--- src/rtl/exc_commit_ctrl.sv ---
// Exception/interrupt commit controller for the M stage: prioritises causes, captures the CP0
// update values and sequences the pipeline flush and PC redirect handshake.
module exc_commit_ctrl #(
  parameter int unsigned NUM_HW_INT   = 6,
  parameter int unsigned FLUSH_CYCLES = 2,
  parameter logic [31:0] EXC_VECTOR   = 32'hBFC0_0380
) (
  input  logic                  clk,
  input  logic                  resetn,
  input  logic                  valid_m,
  input  logic                  stall_m,
  input  logic [31:0]           pc_m,
  input  logic                  in_ds_m,
  input  logic [7:0]            except_m,
  input  logic                  adel_m,
  input  logic                  ades_m,
  input  logic [31:0]           bad_addr_m,
  input  logic [NUM_HW_INT-1:0] hw_int,
  input  logic [31:0]           cp0_status,
  input  logic [31:0]           cp0_cause,
  input  logic [31:0]           cp0_epc,
  input  logic                  redirect_ready,
  output logic [NUM_HW_INT-1:0] ip_sync,
  output logic                  flush,
  output logic                  cp0_we,
  output logic [31:0]           excepttype,
  output logic [31:0]           epc_out,
  output logic [31:0]           badvaddr_out,
  output logic                  badv_we,
  output logic                  bd_out,
  output logic                  redirect_valid,
  output logic [31:0]           redirect_pc
);

  typedef enum logic [1:0] {
    StIdle,
    StFlush,
    StRedirect
  } state_e;

  localparam logic [2:0] LastCnt = 3'(FLUSH_CYCLES - 1);

  localparam logic [4:0] CodeInt  = 5'h01;
  localparam logic [4:0] CodeAdel = 5'h04;
  localparam logic [4:0] CodeAdes = 5'h05;
  localparam logic [4:0] CodeSys  = 5'h08;
  localparam logic [4:0] CodeBp   = 5'h09;
  localparam logic [4:0] CodeRi   = 5'h0a;
  localparam logic [4:0] CodeOv   = 5'h0c;
  localparam logic [4:0] CodeEret = 5'h0e;

  state_e                state;
  logic [2:0]            flush_cnt;
  logic [NUM_HW_INT-1:0] ip_meta;

  logic                  int_pending;
  logic                  exc_hit;
  logic [4:0]            exc_code;
  logic                  is_eret;
  logic                  addr_err;
  logic [31:0]           badv_val;
  logic [31:0]           epc_val;
  logic                  commit;

  logic                  unused_bits;
  assign unused_bits = ^{cp0_cause[31:10], cp0_cause[7:0], except_m[1:0],
                         cp0_status[31:NUM_HW_INT+10], cp0_status[7:2]};

  // Two-flop synchroniser for the asynchronous interrupt lines.
  always_ff @(posedge clk or negedge resetn) begin
    if (!resetn) begin
      ip_meta <= '0;
      ip_sync <= '0;
    end else begin
      ip_meta <= hw_int;
      ip_sync <= ip_meta;
    end
  end

  assign int_pending = (({ip_sync, cp0_cause[9:8]} & cp0_status[NUM_HW_INT+9:8]) != '0) &&
                       !cp0_status[1] && cp0_status[0];

  // Fixed priority, highest first.
  always_comb begin
    exc_hit  = 1'b1;
    exc_code = 5'h00;
    is_eret  = 1'b0;
    addr_err = 1'b0;
    badv_val = 32'h0;
    if (int_pending) begin
      exc_code = CodeInt;
    end else if (except_m[7]) begin
      exc_code = CodeAdel;
      addr_err = 1'b1;
      badv_val = pc_m;
    end else if (adel_m) begin
      exc_code = CodeAdel;
      addr_err = 1'b1;
      badv_val = bad_addr_m;
    end else if (ades_m) begin
      exc_code = CodeAdes;
      addr_err = 1'b1;
      badv_val = bad_addr_m;
    end else if (except_m[6]) begin
      exc_code = CodeSys;
    end else if (except_m[5]) begin
      exc_code = CodeBp;
    end else if (except_m[4]) begin
      exc_code = CodeEret;
      is_eret  = 1'b1;
    end else if (except_m[3]) begin
      exc_code = CodeRi;
    end else if (except_m[2]) begin
      exc_code = CodeOv;
    end else begin
      exc_hit = 1'b0;
    end
  end

  assign epc_val = in_ds_m ? (pc_m - 32'd4) : pc_m;
  assign commit  = (state == StIdle) && valid_m && !stall_m && exc_hit;

  always_ff @(posedge clk or negedge resetn) begin
    if (!resetn) begin
      state          <= StIdle;
      flush_cnt      <= 3'd0;
      flush          <= 1'b0;
      cp0_we         <= 1'b0;
      excepttype     <= 32'h0;
      epc_out        <= 32'h0;
      badvaddr_out   <= 32'h0;
      badv_we        <= 1'b0;
      bd_out         <= 1'b0;
      redirect_valid <= 1'b0;
      redirect_pc    <= 32'h0;
    end else begin
      case (state)
        StIdle: begin
          if (commit) begin
            state        <= StFlush;
            flush_cnt    <= 3'd0;
            flush        <= 1'b1;
            cp0_we       <= 1'b1;
            excepttype   <= {27'h0, exc_code};
            // eret leaves EPC unchanged, so present its current value.
            epc_out      <= is_eret ? cp0_epc : epc_val;
            badvaddr_out <= badv_val;
            badv_we      <= addr_err;
            bd_out       <= in_ds_m;
            redirect_pc  <= is_eret ? cp0_epc : EXC_VECTOR;
          end
        end
        StFlush: begin
          cp0_we <= 1'b0;
          if (flush_cnt == LastCnt) begin
            state          <= StRedirect;
            redirect_valid <= 1'b1;
          end else begin
            flush_cnt <= flush_cnt + 3'd1;
          end
        end
        StRedirect: begin
          if (redirect_ready) begin
            state          <= StIdle;
            flush          <= 1'b0;
            excepttype     <= 32'h0;
            epc_out        <= 32'h0;
            badvaddr_out   <= 32'h0;
            badv_we        <= 1'b0;
            bd_out         <= 1'b0;
            redirect_valid <= 1'b0;
            redirect_pc    <= 32'h0;
          end
        end
        default: state <= StIdle;
      endcase
    end
  end

endmodule

--- config.mk ---
export PLATFORM = sky130hd
export DESIGN_NAME = exc_commit_ctrl
export DESIGN_NICKNAME = d
export VERILOG_FILES = /design/src/rtl/exc_commit_ctrl.sv
export SDC_FILE = /design/constraint.sdc
export NUM_CORES = 1
export LEC_CHECK = 0
export BUFFER_PORTS_ARGS = -buffer_cell sky130_fd_sc_hd__buf_2
export CAP_MARGIN = 10
export CORE_ASPECT_RATIO = 0.9
export CORE_MARGIN = 8
export CORE_UTILIZATION = 45
export DETAILED_ROUTE_END_ITERATION = 12
export PLACE_DENSITY = 0.81
export SLEW_MARGIN = 10
export SYNTH_ARGS = -nofsm -noshare
export SYNTH_HDL_FRONTEND = slang
export SYNTH_SLANG_ARGS = --single-unit
--- constraint.sdc ---
create_clock -name clk -period 3.43 [get_ports clk]
set_clock_uncertainty 0.2 [all_clocks]
set_input_delay 0.686 -clock clk [delete_from_list [all_inputs] [get_ports clk]]
set_output_delay 0.686 -clock clk [all_outputs]
set_load 0.01 [all_outputs]
## Word-level counts from Yosys, hierarchy flattened

Cells that the tools add are included.

| operators by class | value |
|---|---|
| add/subtract/negate cells | 2 |
| eq/ne operators | 7 |
| muxes and demuxes | 62 |
| bitwise logic cells | 1 |
| reduce and logical (&&, ||, !) cells | 17 |

Operators by type and width:

| kind | count |
|---|---|
| two-way mux 32 bit | 12 |
| one-hot mux 32 bit (2 select lines) | 4 |
| two-way mux 4 bit | 9 |
| subtractor 32 x 3 -> 32 bit (second input constant) | 1 |
| two-way mux 1 bit | 25 |
| AND reduction 3 bit | 4 |
| one-hot mux 1 bit (2 select lines) | 5 |
| bitwise AND 8 bit | 1 |
| inequality test 2 bit (second input constant) | 4 |
| nonzero test 8 bit | 1 |
| two-way mux 2 bit | 3 |
| two-way mux 3 bit | 2 |
| one-hot mux 2 bit (3 select lines) | 1 |
| one-hot mux 3 bit (2 select lines) | 1 |
| nonzero test 2 bit | 3 |
| logical AND 1 bit | 5 |
| adder 3 x 1 -> 3 bit (second input constant) | 1 |
| equality test 3 x 1 -> 1 bit (second input constant) | 1 |
| equality test 2 x 1 -> 1 bit (second input constant) | 1 |
| equality test 2 bit (second input constant) | 1 |
| zero test 1 bit | 2 |
| zero test 2 bit | 1 |
| AND reduction 2 bit | 1 |

| storage, ports and cells | value |
|---|---|
| bits in registers | 150 |
| input port bits | 182 |
| logic and storage cells | 102 |

## Logic depth before layout (Yosys ltp)

Gate-level depths: netlist of the first run.

| depth | value |
|---|---|
| word-level depth | 12 |
| depth in mapped cells | 9 |
| depth with buffers taken out | 8 |

## Worst setup path before layout of the first run

Ideal clock, no wire load.

| timing | value |
|---|---|
| path type | input-to-reg |
| start | input port pc_m[12] |
| end | register epc_out[21] |
| setup time | 0.126 ns |
| arrival time | 2.625 ns |
| data required time | 3.104 ns |
| slack | 0.479 ns |
| cell stages on the path | 7 |
| buffers on the path | 1 |
| cells stage by stage | or4_4 > or4_1 > clkbuf_1 > nor4_1 > xnor2_1 > nor2_1 > a221o_1 |

| between the ends | value |
|---|---|
| cells in the longest elaborated chain, start to end | 5 |

Ends and longest elaborated chain:

| what | line | RTL |
|---|---|---|
| start, declared | 12 | `input logic [31:0] pc_m,` |
| subtractor 32 x 3 -> 32 bit | 120 | `assign epc_val = in_ds_m ? (pc_m - 32'd4) : pc_m;` |
| two-way mux 32 bit | 120 |  |
| two-way mux 32 bit | 146 | `epc_out <= is_eret ? cp0_epc : epc_val;` |
| two-way mux 32 bit | 139 | `if (commit) begin` |
| one-hot mux 32 bit (2 select lines) | 137 | `case (state)` |
| end signal, assigned | 146 |  |
| end, declared | 27 | `output logic [31:0] epc_out,` |

Every way passes these cells. The select of a mux whose other input is x is not followed.
A chain may end at the register's enable or synchronous reset.

## Worst setup path in the final report of the first run

| timing | value |
|---|---|
| start | input port pc_m[12] |
| end | register epc_out[29] |

Same word-level chain as after synthesis.

==> results of run 1 <==
## state kept, by name, summed over array words and instances, names as in the netlist
register / count
badv_we: 1
badvaddr_out: 32
bd_out: 1
cp0_we: 1
epc_out: 32
excepttype: 4
flush: 1
flush_cnt: 3
ip_meta: 6
ip_sync: 6
redirect_pc: 32
redirect_valid: 1
state: 2
## stage by stage
stage / instance area, um2 / util / instances
after floorplan: 5854 / - / 537
after global placement: 7061 / 0.5608 / 893
after detailed placement: 7061 / 0.5608 / 893
after CTS: 7636 / 0.6065 / 923
after global routing: 7636 / 0.6065 / 923
final: 7639 / 0.6067 / 924
## routing by layer
layer  up-vias  track usage
li1       2322            -
met1      2518       0.2809
met2       231       0.3706
met3        27      0.06702
met4         0      0.08455
met5         -            0
## synthesized netlist by cell type, types with 8 or more instances
cell type | count | area (um2)
inv_1 | 8 | 30.03
buf_2 | 10 | 50.05
nor4_1 | 10 | 62.56
dfrtp_1 | 122 | 3053
nand2_1 | 30 | 112.6
mux2i_1 | 32 | 320.3
xor2_1 | 9 | 78.83
clkbuf_1 | 19 | 71.32
nor2_1 | 34 | 127.6
nor3_1 | 10 | 50.05
a21o_1 | 9 | 67.56
o21ai_0 | 15 | 75.07
buf_4 | 28 | 210.2
a221o_1 | 18 | 180.2
o2bb2ai_1 | 37 | 324.1
xnor2_1 | 15 | 131.4
a22o_1 | 29 | 254.0
## placed cells by master, fill, tap and decap left out, drive strengths merged, types with 7 or more instances in the layout
cell	n
buf	252
dfrtp	122
o2bb2ai	37
nor2	34
mux2i	32
nand2	30
a22o	29
conb	28
clkbuf	22
a221o	18
o21ai	16
xnor2	15
nor3	10
nor4	10
a21o	9
xor2	9
inv	8
or3	7
nand3	7
or4	7
## power breakdown
part           internal, mW  leakage (nW)  total, mW  switching (mW)
Combinational         0.812          2.08       1.83            1.01
Sequential             1.91          1.55       2.18           0.273
Clock                  1.15         0.280       1.77           0.617
Total                  3.87          3.91       5.77            1.90
## worst max path at each step
stage / from / endpoint / slack (ns)
after CTS: ip_sync[1] / epc_out[27] / 0.48
after detailed placement: pc_m[12] / epc_out[29] / 0.08
after global placement: cp0_status[11] / epc_out[27] / 0.20
after floorplan: pc_m[12] / epc_out[21] / 0.48
final: pc_m[12] / epc_out[29] / 0.48
after global routing: ip_sync[1] / epc_out[27] / 0.26
## critical path: stages
cell and delay (ns):
buf_2 0.14, or4_4 0.56, or4_1 0.52, or2_0 0.39, o41ai_1 0.35, o211ai_1 0.18
a22o_1 0.23
## cell type report
cell class | count | area (um2)
Sequential cell | 122 | 3053
Clock inverter | 8 | 121.4
Multi-Input combinational cell | 347 | 2436
Fill cell | 1060 | 4951
Inverter | 8 | 30.03
Tap cell | 164 | 205.2
Timing Repair Buffer | 252 | 1336
Antenna cell | 1 | 2.502
Clock buffer | 22 | 454.2
## logic make-up (layout without fill, tap and decap cells)
family,Yosys count,after routing,synth area share
XOR/XNOR,24,24,0.03654
AND/OR/NAND/NOR,120,120,0.1035
buffers and inverters,68,290,0.06503
multiplexers,32,32,0.05568
AO/OA/AOI/OAI,140,140,0.2014
flip-flops,122,122,0.5307
other,1,29,0.0006518
adder cells (fa/ha/maj),3,3,0.006525
==> results.py, run 1 <==
metrics = {
    "route": {
        "drt-wirelength-per-cell_um": 20.44,
        "drt-met1-wl_um": 7769,
        "vias_per_cell": 5.517,
        "vias": 5098,
        "totalWireLength_um": 18890,
        "postRouteAntennaNets": 0,
        "drcViolationCount": 0,
        "top_layer_used": "met4",
        "first_iter_violations": 335,
        "wl_met2_um": 9233,
        "first_pass_iters": 5,
        "met3_length_um": 1543,
    },
    "grt": {
        "grt_max_degree": 69,
        "antenna_found_initial": 0,
        "grt_pass1_wl_um": 29440,
        "grt_overflow": 0,
        "track_usage": 0.2269,
        "grt_pass1_vias": 5373,
    },
    "run_status": {
        "outcome": "complete, no violations",
    },
    "timing": {
        "rsz0062_at_grt": "false",
        "final-setup-viol-count": 0,
        "period_needed_ns": 2.948,
        "slew_violations": 0,
        "finalHoldWorstSlack_ns": 0.1066,
        "fin_ws_ns": 0.4824,
        "hold_viol": 0,
        "fin_crit_sh": 0.8593,
        "max_freq_ghz": 0.3393,
        "relSlewSlack": 0.4225,
        "finalSetupTns_ns": 0,
        "worstMarginPinSlew_ns": 0.8663,
    },
    "flow_run": {
        "cap_violations": 0,
    },
    "cts": {
        "cts_buffers": 17,
        "insertion_delay_ns": 0.41,
        "cts-hold-fix-buffers": 0,
        "clkTransAtPathRegs_ns": 0.06,
        "cts_resized": 0,
        "post_cts_buffers": 0,
        "cts_tree": "yes",
        "clock-root-buffer": "clkbuf_16",
        "cts_buffer_depth": 2,
        "h-tree-depth": 4,
        "cts.sinks": 122,
    },
    "setup_path": {
        "crit_required_ns": 3.53,
        "timing.rr.end": "epc_out[27]",
        "path_class": "in2reg",
        "cp_max_fo": 7,
        "critPathArrivalTime_ns": 3.04,
        "rr_startpoint": "ip_sync[1]",
        "endpoint_kind": "register",
        "startpoint_type": "input port",
        "reg2reg_depth": 6,
        "worst-r2r-setup-slack_ns": 0.49,
    },
    "synth": {
        "avgSynthCellArea_um2": 11.28,
        "synth-seq-cells": 122,
        "ys_seq_area_frac": 0.5307,
        "synth_ff_type": "dfrtp_1",
        "synth_edf_count": 0,
        "yosys_warnings": 0,
        "ys_types": 51,
        "synth_cells": 510,
        "synth_area_um2": 5753,
        "ys_async_sr_fraction": 1.000,
    },
    "floorplanning": {
        "coreArea_um2": 12590,
        "io-pin-count": 321,
        "row_count": 39,
        "dieArea_um2": 16660,
        "die_w_um": 135.2,
        "die_h_um": 123.3,
        "start_util": 0.4570,
    },
    "place": {
        "portBuffers": 238,
        "hpwl_um": 14290,
        "gp_congestion": 0.8541,
        "pre_cts_ws_ns": 0.08224,
    },
    "power": {
        "powerDensity_nw_per_um2": 755.3,
        "ir_worst_vdd_mv": 0.3662,
        "total_power_mw": 5.770,
        "leakage_nw": 3.914,
    },
    "cells_and_area": {
        "finalNetCount": 933,
        "drive_above_1_share": 0.3781,
        "syn_to_final_growth_pct": 32.78,
    },
    "hold_path": {
        "hp-class": "in2async",
    },
}
Note: power is estimated with default switching activity, not from simulation.
==> inputs of run 2 (changes only) <==
--- a/config.mk
+++ b/config.mk
@@ -10,8 +10,9 @@
 export CORE_ASPECT_RATIO = 0.9
 export CORE_MARGIN = 8
 export CORE_UTILIZATION = 45
+export CTS_CLUSTER_SIZE = 8
 export DETAILED_ROUTE_END_ITERATION = 12
-export PLACE_DENSITY = 0.81
+export PLACE_DENSITY_LB_ADDON = 0.2
 export SLEW_MARGIN = 10
 export SYNTH_ARGS = -nofsm -noshare
 export SYNTH_HDL_FRONTEND = slang
==> run 2 against run 1 <==
- worst hold slack gained 0.046 ns
- count of clock-buffer cells in the layout down 3
- flip-flop and latch count unchanged
- clock power up 2%
- power grew 0.58%
- die area unchanged
- critical path depth is 2 higher
- sequential power about the same
- combinational power hardly changed
- non-clock buffer count decreased by 2
- largest power group unchanged
- highest routed layer is now met5
==> results.py, run 2 (synthesis results as in run 1) <==
metrics = {
    "cts": {
        "cts.sinks": 122,
        "clock-root-buffer": "clkbuf_16",
        "cts_buffers": 17,
        "insertion_delay_ns": 0.41,
        "post_cts_buffers": 0,
        "clkTransAtPathRegs_ns": 0.06,
        "cts-hold-fix-buffers": 0,
        "cts_buffer_depth": 2,
        "cts_tree": "yes",
        "h-tree-depth": 4,
        "cts_resized": 0,
    },
    "route": {
        "first_pass_iters": 5,
        "vias_per_cell": 5.449,
        "totalWireLength_um": 18520,
        "drcViolationCount": 0,
        "vias": 5029,
        "first_iter_violations": 273,
        "postRouteAntennaNets": 0,
        "drt-wirelength-per-cell_um": 20.07,
    },
    "timing": {
        "final-setup-viol-count": 0,
        "slew_violations": 0,
        "hold_viol": 0,
        "fin_crit_sh": 0.8633,
        "relSlewSlack": 0.4359,
        "rsz0062_at_grt": "false",
        "fin_ws_ns": 0.4689,
        "finalHoldWorstSlack_ns": 0.1524,
        "finalSetupTns_ns": 0,
        "max_freq_ghz": 0.3377,
        "period_needed_ns": 2.961,
        "worstMarginPinSlew_ns": 0.8461,
    },
    "setup_path": {
        "cp_max_fo": 12,
        "cp_top_family": "simple AND/OR/NAND/NOR gates",
        "endpoint_kind": "register",
        "crit_chain": "buf_2, inv_1, ha_1, nor4bb_1, nand2_1, nor4_1, xnor2_1, nor2_1, a221o_1",
        "critPathArrivalTime_ns": 3.05,
        "cpPeakStageDelay_ns": 0.54,
        "crit_required_ns": 3.52,
        "crit_buf_inv": 2,
        "startpoint_type": "input port",
        "path_class": "in2reg",
        "cp_slowest_cell": "nor4bb_1",
    },
    "place": {
        "portBuffers": 238,
        "gp_congestion": 0.8372,
        "hpwl_um": 13760,
        "placed_cells": 891,
        "pre_cts_ws_ns": 0.07926,
    },
    "grt": {
        "grt_pass1_wl_um": 28020,
        "antenna_found_initial": 1,
        "grt_pass1_vias": 5157,
        "grt_max_degree": 65,
        "track_usage": 0.2173,
        "grt_overflow": 0,
    },
    "power": {
        "leakage_nw": 3.910,
        "p_sw_frac": 0.3312,
        "intPower_mw": 3.881,
        "power_frac_comb": 0.312,
        "total_power_mw": 5.803,
        "ir_worst_vdd_mv": 0.4131,
        "power_frac_clock": 0.313,
        "p_sw_mw": 1.922,
        "seqPwrFrac": 0.376,
        "powerDensity_nw_per_um2": 758.6,
    },
    "cells_and_area": {
        "syn_to_final_growth_pct": 32.97,
        "finalNetCount": 931,
        "layout_commonest_cell": "buf_2",
        "drive_above_1_share": 0.3826,
        "layout.cells.non_filler": 923,
        "top_regs": "badvaddr_out: 32 flops, epc_out: 32 flops, redirect_pc: 32 flops",
        "layout_common_cells": "237 x buf_2, 122 x dfrtp_1, 37 x o2bb2ai_1",
        "nFillCells": 1058,
    },
    "floorplanning": {
        "io-pin-count": 321,
        "die_w_um": 135.2,
        "start_util": 0.4570,
        "dieArea_um2": 16660,
        "coreArea_um2": 12590,
        "die_h_um": 123.3,
        "row_count": 39,
    },
    "hold_path": {
        "hp-class": "reg2reg",
    },
    "flow_run": {
        "cap_violations": 0,
    },
    "run_status": {
        "outcome": "complete, no violations",
    },
}
==> run 2: cell types whose count changed in the layout (fill, tap and decap cells not counted) <==
cell        previous run  this run
clkbuf_8               1         2
clkinvlp_4             1         4
buf_4                 12        10
clkbuf_1               4         0
clkinv_2               3         4
==> run 2: power groups by stage <==
stage	Sequential (mW)	Clock [mW]	Combinational, mW
final	2.18	1.81	1.81
after global placement	2.17	0	1.78
after detailed placement	2.18	0	1.84
after global routing	2.23	1.90	1.96
after CTS	2.17	1.84	1.84
after floorplan	2.37	0	0.794
==> run 2: layout make-up <==
cell class,count,area [um2],area share
Antenna cell,1,2.502,0.0003271
Inverter,8,30.03,0.003925
Sequential cell,122,3053,0.3991
Clock inverter,12,148.9,0.01946
Clock buffer,19,452.9,0.05921
Tap cell,164,205.2,0.02682
Multi-Input combinational cell,347,2436,0.3184
Timing Repair Buffer,250,1321,0.1727
==> run 2: worst paths after layout <==
path / startpoint / to / slack [ns] / cells past startpoint
setup / recovery: pc_m[2] / epc_out[18] / 0.47 / 9
hold / removal: ip_meta[4] / ip_sync[4] / 0.15 / 0
setup reg to reg: ip_sync[4] / epc_out[26] / 0.51 / 6
hold reg to reg: ip_meta[4] / ip_sync[4] / 0.15 / 0
max in group asynchronous: resetn / epc_out[8] / 2.03 / 2
min in group asynchronous: resetn / ip_meta[5] / 0.16 / 1
==> run 2: per-stage QoR <==
stage | area (um2) | util
after floorplan | 5854 | -
after global placement | 7046 | 0.5596
after detailed placement | 7046 | 0.5596
after CTS | 7647 | 0.6074
after global routing | 7647 | 0.6074
final | 7650 | 0.6076
==> run 2: routing by layer <==
| metal | part of all wire | up-vias | wire [um] | global-route usage |
|---|---|---|---|---|
| li1 | - | 2316 | - | - |
| met1 | 0.42 | 2476 | 7826 | 0.2710 |
| met2 | 0.48 | 214 | 8838 | 0.3481 |
| met3 | 0.085 | 21 | 1581 | 0.07677 |
| met4 | 0.014 | 2 | 264 | 0.06930 |
| met5 | 0.00070 | - | 13 | 0 |
==> inputs of run 3 (changes only) <==
--- a/config.mk
+++ b/config.mk
@@ -5,11 +5,14 @@
 export SDC_FILE = /design/constraint.sdc
 export NUM_CORES = 1
 export LEC_CHECK = 0
+export ABC_AREA = 1
 export BUFFER_PORTS_ARGS = -buffer_cell sky130_fd_sc_hd__buf_2
 export CAP_MARGIN = 10
+export CELL_PAD_IN_SITES_DETAIL_PLACEMENT = 2
+export CELL_PAD_IN_SITES_GLOBAL_PLACEMENT = 2
 export CORE_ASPECT_RATIO = 0.9
 export CORE_MARGIN = 8
-export CORE_UTILIZATION = 45
+export CORE_UTILIZATION = 25
 export CTS_CLUSTER_SIZE = 8
 export DETAILED_ROUTE_END_ITERATION = 12
 export PLACE_DENSITY_LB_ADDON = 0.2
==> constraint.sdc (replaced) <==
create_clock -name clk -period 3.43 [get_ports clk]
set_clock_uncertainty 0.2 [all_clocks]
set_input_delay 0.686 -clock clk [delete_from_list [all_inputs] [get_ports clk]]
set_output_delay 0.686 -clock clk [all_outputs]
set_load 0.1 [all_outputs]
==> run 3 against run 2 <==
- area after synthesis is 15% higher
- via count is 31% higher
- cell area grew 13%
- count of clock-buffer cells in the layout unchanged
- largest cell class unchanged
- critical endpoint is now epc_out[30]
- power is 59% higher
- clock power up 6%
- register-to-register slack better by 0.76 ns
- synthesized cell count rose by 64%
- sequential share of layout area down 4.5 points
- wire length up 54%
==> results.py, run 3 <==
metrics = {
    "power": {
        "power_frac_comb": 0.556,
        "p_sw_frac": 0.5848,
        "intPower_mw": 3.835,
        "total_power_mw": 9.236,
        "p_sw_mw": 5.401,
        "leakage_nw": 4.582,
        "seqPwrFrac": 0.236,
        "ir_worst_vdd_mv": 0.5972,
        "powerDensity_nw_per_um2": 1070,
        "power_frac_clock": 0.208,
    },
    "cells_and_area": {
        "fin_area_um2": 8632,
        "drive_above_1_share": 0.2916,
        "nFillCells": 3131,
        "layout.cells.non_filler": 1419,
        "regArea_um2": 3053,
        "layout_commonest_cell": "buf_2",
        "syn_to_final_growth_pct": 29.92,
        "multiInputGateArea_um2": 2995,
        "finalNetCount": 1243,
        "layout_common_cells": "237 x buf_2, 196 x nand3_1, 152 x nand2_1",
        "top_regs": "badvaddr_out: 32 flops, epc_out: 32 flops, redirect_pc: 32 flops",
    },
    "timing": {
        "fin_crit_sh": 0.6478,
        "final-setup-viol-count": 0,
        "period_needed_ns": 2.222,
        "fin_ws_ns": 1.208,
        "worstMarginPinSlew_ns": 0.8243,
        "hold_viol": 0,
        "relSlewSlack": 0.4485,
        "rsz0062_at_grt": "false",
        "finalSetupTns_ns": 0,
        "max_freq_ghz": 0.4500,
        "slew_violations": 0,
    },
    "synth": {
        "yosysTopAreaCell": "dfrtp_1",
        "synth_edf_count": 0,
        "synth_ff_type": "dfrtp_1",
        "ys_async_sr_fraction": 1.000,
        "synth_most_common_cell": "nand3_1",
        "yosys_warnings": 0,
        "yosysTopAreaCellShare": 0.4595,
        "synth_cells": 835,
        "synth_area_um2": 6644,
        "ys_types": 35,
        "synth_commonest_cells": "197 x nand3_1, 152 x nand2_1, 122 x dfrtp_1",
        "synth_area_leaders": "dfrtp_1 46%, nand3_1 15%, nand2_1 8.6%, nor2_1 4.4%, buf_4 3.2%",
        "synth-seq-cells": 122,
        "avgSynthCellArea_um2": 7.957,
        "ys_seq_area_frac": 0.4595,
    },
    "cts": {
        "cts_resized": 0,
        "cts.sinks": 122,
        "cts_buffer_depth": 2,
        "h-tree-depth": 4,
        "cts_buffers": 17,
        "clkTransAtPathRegs_ns": 0.06,
        "cts-hold-fix-buffers": 0,
        "insertion_delay_ns": 0.42,
        "clock-root-buffer": "clkbuf_16",
        "post_cts_buffers": 0,
        "cts_tree": "yes",
    },
    "route": {
        "drt-wirelength-per-cell_um": 20.15,
        "postRouteAntennaNets": 0,
        "first_pass_iters": 4,
        "first_iter_violations": 290,
        "totalWireLength_um": 28590,
        "drcViolationCount": 0,
        "vias": 6612,
        "vias_per_cell": 4.660,
    },
    "place": {
        "gp_congestion": 0.7870,
        "place_area_um2": 8014,
        "placed_cells": 1387,
        "pre_cts_ws_ns": 0.7692,
        "portBuffers": 238,
        "hpwl_um": 21810,
    },
    "setup_path": {
        "timing.rr.end": "epc_out[21]",
        "crit_required_ns": 3.54,
        "cpPeakStageDelay_ns": 0.29,
        "endpoint_kind": "register",
        "worst-r2r-setup-slack_ns": 1.27,
        "startpoint_type": "input port",
        "reg2reg_depth": 10,
        "cp_slowest_cell": "nor2_2",
        "path_class": "in2reg",
        "cp_max_fo": 6,
        "cp_top_family": "simple AND/OR/NAND/NOR gates",
        "crit_buf_inv": 3,
        "rr_startpoint": "ip_sync[3]",
        "critPathArrivalTime_ns": 2.33,
        "crit_chain": "buf_2, inv_1, ha_1, nand2_2, inv_1, nand3_1, nor2_2, nand4_1, nor2_1, nand3_1, nand2_1, nand2_1",
    },
    "run_status": {
        "outcome": "complete, no violations",
    },
    "grt": {
        "grt_max_degree": 93,
        "grt_overflow": 0,
        "track_usage": 0.1765,
        "grt_pass1_wl_um": 43850,
        "grt_pass1_vias": 7324,
        "antenna_found_initial": 5,
    },
    "floorplanning": {
        "io-pin-count": 321,
        "dieArea_um2": 32060,
        "start_util": 0.2549,
        "die_h_um": 170.7,
        "die_w_um": 187.8,
        "row_count": 56,
        "coreArea_um2": 26070,
    },
    "flow_run": {
        "cap_violations": 0,
    },
    "hold_path": {
        "hp-class": "in2async",
    },
}
## run 3: cell types whose count changed in the layout (fill, tap and decap cells not counted), sizes merged, moves of 11 or more
cell and delta:
inv +55, nand3 +192, nand4 +15, a21boi +11, a22o -29, xnor2 -14
o2bb2ai -37, nor2 +51, nand2 +130, a221o -18, o21ai +39, o21a +16
mux2i -32
## run 3: power by group through the flow
stage	registers, mW	clock network, mW	logic, mW
2_1_floorplan	5.37	0	1.02
3_3_place_gp	2.19	0	5.15
3_5_place_dp	2.21	0	5.20
4_1_cts	2.19	1.97	5.21
5_1_grt	2.24	2.04	5.39
6_report	2.18	1.92	5.14
## run 3: kinds of logic (layout without fill, tap and decap cells)
logic type	Yosys count	count (layout)	synth area share
AND/OR/NAND/NOR	471	471	0.3247
XOR/XNOR	13	13	0.01714
adder cells (fa/ha/maj)	3	3	0.005650
buffers and inverters	132	340	0.1068
other	1	29	0.0005644
flip-flops	122	122	0.4595
AO/OA/AOI/OAI	93	93	0.08569
## run 3: per-layer routing
layer / global-route usage / wire, um
met3: 0.05210 / 1723
met1: 0.2184 / 12620
met4: 0.04346 / 323
met2: 0.2990 / 13870
met5: 0 / 50
## run 3: worst max path at each step
| stage | slack [ns] | start | depth (start not counted) | to |
|---|---|---|---|---|
| 4_1_cts | 1.22 | pc_m[2] | 12 | epc_out[30] |
| 6_report | 1.21 | pc_m[2] | 12 | epc_out[30] |
| 2_1_floorplan | 1.20 | ip_sync[3] | 11 | bd_out |
| 3_3_place_gp | 0.81 | except_m[7] | 9 | epc_out[21] |
| 5_1_grt | 1.02 | pc_m[2] | 12 | epc_out[30] |
| 3_5_place_dp | 0.77 | pc_m[2] | 12 | epc_out[30] |
## run 3: cell type report
class	instances	share of cell area
clock inverters	12	0.01884
clock buffers	19	0.05247
well taps	348	0.05044
repair buffers	249	0.1512
multi-input cells	608	0.3470
flip-flops and latches	122	0.3537
inverters	60	0.02609
diodes	1	0.0002899
## run 3: through the flow
step	hold slack [ns]	utilization
4_1_cts	0.08102	0.3311
2_1_floorplan	0.1312	-
6_report	0.06554	0.3312
5_1_grt	0.08535	0.3312
3_5_place_dp	0.1379	0.3075
3_3_place_gp	0.1310	0.3075
## run 3: worst register-to-register path, cell delays in order, from the launching register on
cell     delay [ns]
dfrtp_1        0.39
nand2_1        0.07
nand2_1        0.05
nor2_1         0.11
nand2_1        0.10
nand2_2        0.16
nand2_2        0.09
buf_4          0.25
inv_2          0.35
nand3_1        0.20
nand3_1        0.13
